$ cat src/rtl/alu_input_sequencer.sv
// Button-driven front end for the ALU: synchronizes pb_a/pb_b/pb_op, captures A, B and opcode,
// strobes alu_go and holds the result. Define ALU_SEQ_DEBOUNCE_EN to insert the debouncer.
module alu_input_sequencer #(
   parameter int unsigned DATA_W     = 8,
   parameter int unsigned OP_W       = 4,
   parameter int unsigned DEB_CYCLES = 16,
   parameter int unsigned ALU_LAT    = 1
) (
   input  logic              Clk,
   input  logic              reset,
   input  logic              pb_a,
   input  logic              pb_b,
   input  logic              pb_op,
   input  logic [DATA_W-1:0] sw,
   input  logic [DATA_W-1:0] alu_res,
   output logic [DATA_W-1:0] op_a,
   output logic [DATA_W-1:0] op_b,
   output logic [OP_W-1:0]   op_code,
   output logic              alu_go,
   output logic [DATA_W-1:0] result,
   output logic              result_valid,
   output logic              seq_err,
   output logic [2:0]        state
);

   typedef enum logic [2:0] {
      S_A    = 3'd0,
      S_B    = 3'd1,
      S_OP   = 3'd2,
      S_EXEC = 3'd3,
      S_DONE = 3'd4
   } state_t;

   // Bit order for all button vectors: [0]=A, [1]=B, [2]=OP.
   logic [2:0] w_btn;
   logic [2:0] r_sync1, r_sync2;
   logic [2:0] w_level, r_level_q;
   logic [2:0] w_ev;
   logic       w_multi;

   assign w_btn = {pb_op, pb_b, pb_a};

   always_ff @(posedge Clk) begin
      if (reset) begin
         r_sync1   <= '0;
         r_sync2   <= '0;
         r_level_q <= '0;
      end else begin
         r_sync1   <= w_btn;
         r_sync2   <= r_sync1;
         r_level_q <= w_level;
      end
   end

`ifdef ALU_SEQ_DEBOUNCE_EN
   localparam int unsigned CntW = $clog2(DEB_CYCLES + 1);
   logic [CntW-1:0] r_deb_cnt [3];
   logic [2:0]      r_deb;

   always_ff @(posedge Clk) begin
      if (reset) begin
         r_deb <= '0;
         for (int i = 0; i < 3; i++) r_deb_cnt[i] <= '0;
      end else begin
         for (int i = 0; i < 3; i++) begin
            if (r_sync2[i] == r_deb[i]) begin
               r_deb_cnt[i] <= '0;
            end else if (r_deb_cnt[i] == CntW'(DEB_CYCLES - 1)) begin
               r_deb[i]     <= r_sync2[i];
               r_deb_cnt[i] <= '0;
            end else begin
               r_deb_cnt[i] <= r_deb_cnt[i] + CntW'(1);
            end
         end
      end
   end

   assign w_level = r_deb;
`else
   assign w_level = r_sync2;
`endif

   assign w_ev    = w_level & ~r_level_q;
   assign w_multi = (w_ev[0] & w_ev[1]) | (w_ev[0] & w_ev[2]) | (w_ev[1] & w_ev[2]);

   state_t            r_state, w_state_n;
   logic [DATA_W-1:0] r_op_a, w_op_a_n, r_op_b, w_op_b_n, r_res, w_res_n;
   logic [OP_W-1:0]   r_op_code, w_op_code_n;
   logic [3:0]        r_lat, w_lat_n;
   logic              r_go, w_go_n, r_valid, w_valid_n, r_err, w_err_n;

   always_ff @(posedge Clk) begin
      if (reset) begin
         r_state   <= S_A;
         r_op_a    <= '0;
         r_op_b    <= '0;
         r_op_code <= '0;
         r_res     <= '0;
         r_lat     <= '0;
         r_go      <= 1'b0;
         r_valid   <= 1'b0;
         r_err     <= 1'b0;
      end else begin
         r_state   <= w_state_n;
         r_op_a    <= w_op_a_n;
         r_op_b    <= w_op_b_n;
         r_op_code <= w_op_code_n;
         r_res     <= w_res_n;
         r_lat     <= w_lat_n;
         r_go      <= w_go_n;
         r_valid   <= w_valid_n;
         r_err     <= w_err_n;
      end
   end

   always_comb begin
      w_state_n   = r_state;
      w_op_a_n    = r_op_a;
      w_op_b_n    = r_op_b;
      w_op_code_n = r_op_code;
      w_res_n     = r_res;
      w_lat_n     = r_lat;
      w_go_n      = 1'b0;
      w_valid_n   = r_valid;
      w_err_n     = 1'b0;

      if (r_state == S_EXEC) begin
         // Presses are ignored here; only the latency counter advances.
         if (r_lat == 4'(ALU_LAT)) begin
            w_res_n   = alu_res;
            w_valid_n = 1'b1;
            w_state_n = S_DONE;
         end else begin
            w_lat_n = r_lat + 4'd1;
         end
      end else if (w_multi) begin
         w_err_n = 1'b1;
      end else begin
         unique case (r_state)
            S_A: begin
               if (w_ev[0]) begin
                  w_op_a_n  = sw;
                  w_state_n = S_B;
               end else if (w_ev[1] || w_ev[2]) begin
                  w_err_n = 1'b1;
               end
            end
            S_B: begin
               if (w_ev[0]) begin
                  w_op_a_n = sw;
               end else if (w_ev[1]) begin
                  w_op_b_n  = sw;
                  w_state_n = S_OP;
               end else if (w_ev[2]) begin
                  w_err_n = 1'b1;
               end
            end
            S_OP: begin
               if (w_ev[0]) begin
                  w_op_a_n = sw;
               end else if (w_ev[1]) begin
                  w_op_b_n = sw;
               end else if (w_ev[2]) begin
                  w_op_code_n = sw[OP_W-1:0];
                  w_state_n   = S_EXEC;
               end
            end
            S_DONE: begin
               if (w_ev[0]) begin
                  w_op_a_n  = sw;
                  w_valid_n = 1'b0;
                  w_state_n = S_B;
               end else if (w_ev[2]) begin
                  w_op_code_n = sw[OP_W-1:0];
                  w_valid_n   = 1'b0;
                  w_state_n   = S_EXEC;
               end else if (w_ev[1]) begin
                  w_err_n = 1'b1;
               end
            end
            default: w_state_n = S_A;
         endcase
      end

      if (w_state_n == S_EXEC && r_state != S_EXEC) begin
         w_go_n  = 1'b1;
         w_lat_n = '0;
      end
   end

   assign op_a         = r_op_a;
   assign op_b         = r_op_b;
   assign op_code      = r_op_code;
   assign alu_go       = r_go;
   assign result       = r_res;
   assign result_valid = r_valid;
   assign seq_err      = r_err;
   assign state        = r_state;

endmodule

$ cat config.mk
export PLATFORM = sky130hd
export DESIGN_NAME = alu_input_sequencer
export DESIGN_NICKNAME = d
export VERILOG_FILES = /design/src/rtl/alu_input_sequencer.sv
export SDC_FILE = /design/constraint.sdc
export NUM_CORES = 1
export LEC_CHECK = 0
export ABC_CLOCK_PERIOD_IN_PS = 2800
export BUFFER_PORTS_ARGS = -buffer_cell sky130_fd_sc_hd__buf_4
export CAP_MARGIN = 20
export CORE_MARGIN = 4
export CORE_UTILIZATION = 54
export CTS_BUF_LIST = sky130_fd_sc_hd__clkbuf_4 sky130_fd_sc_hd__clkbuf_8
export DETAILED_ROUTE_END_ITERATION = 12
export MAX_ROUTING_LAYER = met4
export PLACE_DENSITY = 0.81
export SETUP_SLACK_MARGIN = 0.15
export SYNTH_ARGS = -nofsm -noshare
export SYNTH_HDL_FRONTEND = slang
export SYNTH_SLANG_ARGS = --single-unit
$ cat constraint.sdc
create_clock -name Clk -period 2.8 [get_ports Clk]
set_clock_uncertainty 0.1 [all_clocks]
set_input_delay 0.28 -clock Clk [delete_from_list [all_inputs] [get_ports Clk]]
set_output_delay 0.28 -clock Clk [all_outputs]
set_load 0.01 [all_outputs]
== After elaboration in Yosys (flattened, before gate mapping) ==
Cells that the tools add are included.

* $add $sub $neg: 1
* Eq/ne operators: 12
* Mux-type cells: 33
* Bitwise gates (word level): 11
* Reduce and logical (&&, ||, !) cells: 16

{| class="wikitable"
|+ Operators by type and width
! kind !! number
|-
| two-way mux 3 bit || 10
|-
| two-way mux 1 bit || 16
|-
| two-way mux 4 bit || 4
|-
| case mux 3 bit (4 select lines) || 1
|-
| equality test 3 x 2 -> 1 bit, second input constant || 3
|-
| case mux 4 bit (2 select lines) || 1
|-
| AND reduction 4 bit || 2
|-
| inequality test 2 bit, second input constant || 3
|-
| AND reduction 6 bit || 1
|-
| OR reduction 2 bit || 3
|-
| AND reduction 5 bit || 1
|-
| adder 4 x 1 -> 4 bit, second input constant || 1
|-
| equality test 4 x 1 -> 1 bit, second input constant || 1
|-
| inequality test 2 x 1 -> 1 bit, second input constant || 2
|-
| NOT 1 bit || 4
|-
| AND reduction 2 bit || 2
|-
| nonzero test 2 bit || 2
|-
| OR reduction 4 bit || 1
|-
| bitwise AND 1 bit || 3
|-
| bitwise AND 3 bit || 1
|-
| equality test 3 x 1 -> 1 bit, second input constant || 1
|-
| equality test 3 bit, second input constant || 1
|-
| logical NOT 3 bit || 1
|-
| inequality test 3 x 2 -> 1 bit, second input constant || 1
|-
| 6 further kinds || 7
|}

* Register bits: 47
* Input bits: 21

== Logic depth before layout (Yosys ltp) ==
* Word-level depth: 11
* Mapped depth: 8
* Gate-level depth less buffers: 7

== Worst setup path after synthesis ==
Ideal clock, no wire load.

* Path type: register to register
* Start: reg r_lat[0] (netlist name)
* End: reg r_op_code[0] (netlist: op_code[0])
* Setup time: 0.137 ns
* Data arrival time: 1.743 ns
* Data required time: 2.563 ns
* Path slack: 0.821 ns
* Cell stages (with the launch flop): 8
* Cells stage by stage: dfxtp_1 > ha_1 > nor3b_1 > clkbuf_1 > nor2_2 > a31oi_4 > and3_1 > o311ai_2

{| class="wikitable"
|+ RTL lines
! item !! RTL line !! text
|-
| end signal: assignment || 107 || <nowiki>r_op_code <= w_op_code_n;</nowiki>
|-
| end: declaration || 88 || <nowiki>logic [OP_W-1:0] r_op_code, w_op_code_n;</nowiki>
|}

== Final worst setup path ==
* Start: reg r_state[0] (netlist: state[0])
* End: reg r_op_b[5] (netlist: op_b[5])

* Cells in the longest elaborated chain, start to end: 3
* Elaborated cells on any way between the ends: 6
* Those cells by class: 3 x eq/ne; 1 x bitwise; 2 x reduce/logical

{| class="wikitable"
|+ RTL lines
! item !! RTL line !! text
|-
| start: declaration || 86 || <nowiki>state_t r_state, w_state_n;</nowiki>
|-
| start signal: assignment || 104 || <nowiki>r_state <= w_state_n;</nowiki>
|-
| equality test 3 x 2 -> 1 bit, or another cell as far along || 139 || <nowiki>unique case (r_state)</nowiki>
|-
| OR reduction 2 bit (no source line) / NOT 1 bit (equally long branches) || - ||
|-
| AND reduction 5 bit (no source line) * || - ||
|-
| end signal: assignment || 106 || <nowiki>r_op_b <= w_op_b_n;</nowiki>
|-
| end: declaration || 87 || <nowiki>logic [DATA_W-1:0] r_op_a, w_op_a_n, r_op_b, w_op_b_n, r_res, w_res_n;</nowiki>
|}

Every way passes the cells marked *; elsewhere a longest branch is shown, timed or not.
A chain may end at the register's enable or synchronous reset.

==> run summary <==
Initial drt markers = 138
Largest net degree at the start of global routing = 52
Fin worst setup slack = 702 ps
CP bufs+invs = 0
Mapped Area = 2010 sq um
Max stage delay on crit path = 540 ps
Min cycle time layout = 2100 ps
Cells after Synth = 213
Synth area leaders = dfxtp_1, mux2i_1, nor2b_1, a21oi_1, nor2_1
Sequential-to-total area share from yosys stat = 46.8%
Busiest grt layer = met2
Hold_buf cts = 0
Die height = 69 um
Hold Fails Final Rpt = 0
Post-synth top area cell = dfxtp_1
Drt wl/cell = 14.4 um
Root buffer cell = clkbuf_8
Core ar. = 3470 sq um
Critical Path AT = 2170 ps
Post-synth top cells = dfxtp_1, nor2_1, mux2i_1, nand2_1
CP Cell Sequence = nor2b_1 -> nand2b_1 -> nand4_1 -> mux2i_1 -> nor2_1
Diodes inserted = 0
Worst-Margin Slew = 631 ps
Final core occ = 73.1%
Nets@finish = 288
CTS tree = done
Max Root-Sink Buffers = 2
Slew HR = 57.8%
Syn nets = 236
RSZ-0062 raised after global routing = no
Top cell type's share of synthesized area = 46.8%
Yosys reg bits = 47
Final setup violating endpoints = 0
CP startpoint kind = register
HP Class = input pin to register
Initial Util = 57.9%
CTS Buf Count = 5
Crit path max-delay family = simple AND/OR/NAND/NOR gates
Vias = 1657
Synth cell types = 39
Pre-CTS setup slack = 720 ps
DRC = 0
Share of layout cells above drive strength 1 = 28.2%
Cts repair resizes = 0
Die ar. = 4760 sq um
Vias per inst = 5.31
TritonCTS Sinks = 47
Met3 GRT Util = 5.09%
H-tree depth = 2
Grt total ovfl = 0
WL final = 4500 um
Synth Warn # = 0
Ports = 55
EDFF count, synth = 0
Syn_area_per_cell = 9.43 sq um
Routing usage on met1 = 24.2%
Status = complete, no violations
Drt pass-1 iters = 4
Max Clk Rate = 0.477 GHz
Width of the chip = 69 um
Row count = 21
IO buf count = 54
Count leader, synth = dfxtp_1
Async S/R FF share, synth = 0%
Initial antenna violation count = 0
Fin Hold WS = 87.5 ps
Most used DFF post-synth = dfxtp_1
Pwr Total = 0.00126 W
Vias in the first global route = 1551
Final TNS setup = 0 ps
Synthesis-to-finish area growth = 26.1%
Worst setup EP type = register
Setup Crit Path Kind = register to register
Antenna-violating nets left = 0
Leakage = 1.14 nW
Met2 Use GR = 31.8%
Max IR drop VDD = 0.000358 V
Global-route wire length before repair = 7540 um
Max_cap viols = 0
DP HPWL = 3250 um
Clock Pin Slew Worst Setup and Hold Paths = 90 ps
Crit path max fanout = 10
Latest clock arrival within the worst-skew pair = 300 ps
Final max-slew violation count = 0
Slowest-stage cell, CP = dfxtp_1
Tcrit/Tclk final = 74.9%
Worst Path Required = 2880 ps
Gr usage total = 19.8%
Pwr dens = 496 nW/um^2
Post-CTS Repair Setup Buffers = 0
Final GP Congestion = 0.837
[metrics by stage]
stage	cells	instance area (sq um)
floorplan	213	2010
global placement	304	2430
detailed placement	304	2430
CTS	312	2530
global route	312	2530
finish	312	2530
[metal layers]
metal	vias up	wire length (um)
met5	-	0
met4	0	65
met3	9	220
met2	45	2220
met1	753	2000
li1	850	-
[flip-flops by register name (all words and copies together), names as in the netlist, 4 cells and up]
| name | flops |
|---|---|
| op_a | 8 |
| op_b | 8 |
| op_code | 4 |
| r_lat | 4 |
| result | 8 |
[layout by cell type (no fill, tap or decap), types with 2 or more instances in the layout]
| cell type | count |
|---|---|
| nand3_1 | 9 |
| mux2i_1 | 16 |
| inv_1 | 3 |
| o311ai_2 | 4 |
| nand2b_1 | 9 |
| a21oi_1 | 15 |
| ha_1 | 2 |
| a211oi_1 | 3 |
| nor2b_1 | 15 |
| nand4_1 | 8 |
| dfxtp_1 | 47 |
| nand2_1 | 16 |
| xnor2_1 | 2 |
| o21ai_0 | 7 |
| clkbuf_8 | 6 |
| a21o_1 | 3 |
| nor3_1 | 3 |
| a211o_1 | 2 |
| buf_4 | 56 |
| nor2_1 | 20 |
[worst paths after layout]
| path | startpoint | to | slack [ps] | depth (start not counted) |
|---|---|---|---|---|
| max reg2reg | state[0] | op_b[5] | 700 | 5 |
| min | pb_a | r_sync1[0] | 90 | 2 |
| min reg2reg | r_sync1[2] | r_sync2[2] | 350 | 1 |
| max | state[0] | op_b[5] | 700 | 5 |
[area by class of cell]
cell class	instances	area [sq um]
inverter	3	11.3
sequential	47	941
multi-input combinational	152	1000
clock buffer	6	82.6
tap	46	57.6
clock inverter	2	16.3
timing repair buffer	56	420
fill	281	935
[cell families (layout without fill, tap and decap cells)]
kind of cell | Yosys count | after routing | share of synthesized area (%)
AND/OR/NAND/NOR | 90 | 90 | 23.7
flip-flops | 47 | 47 | 46.8
AO/OA/AOI/OAI | 40 | 40 | 15.1
multiplexers | 16 | 16 | 7.97
XOR/XNOR | 3 | 3 | 1.31
adder cells (fa/ha/maj) | 3 | 3 | 1.93
buffers and inverters | 14 | 67 | 3.18
[power by group]
part	switching, W	leakage [nW]	internal (W)	total, W
Sequential	0.0000119	0.381	0.000684	0.000696
Combinational	0.0000701	0.708	0.0000639	0.000134
Clock	0.000225	0.0474	0.000202	0.000427
Total	0.000307	1.14	0.000950	0.00126
No activity file was read; power rests on OpenSTA's default activity.
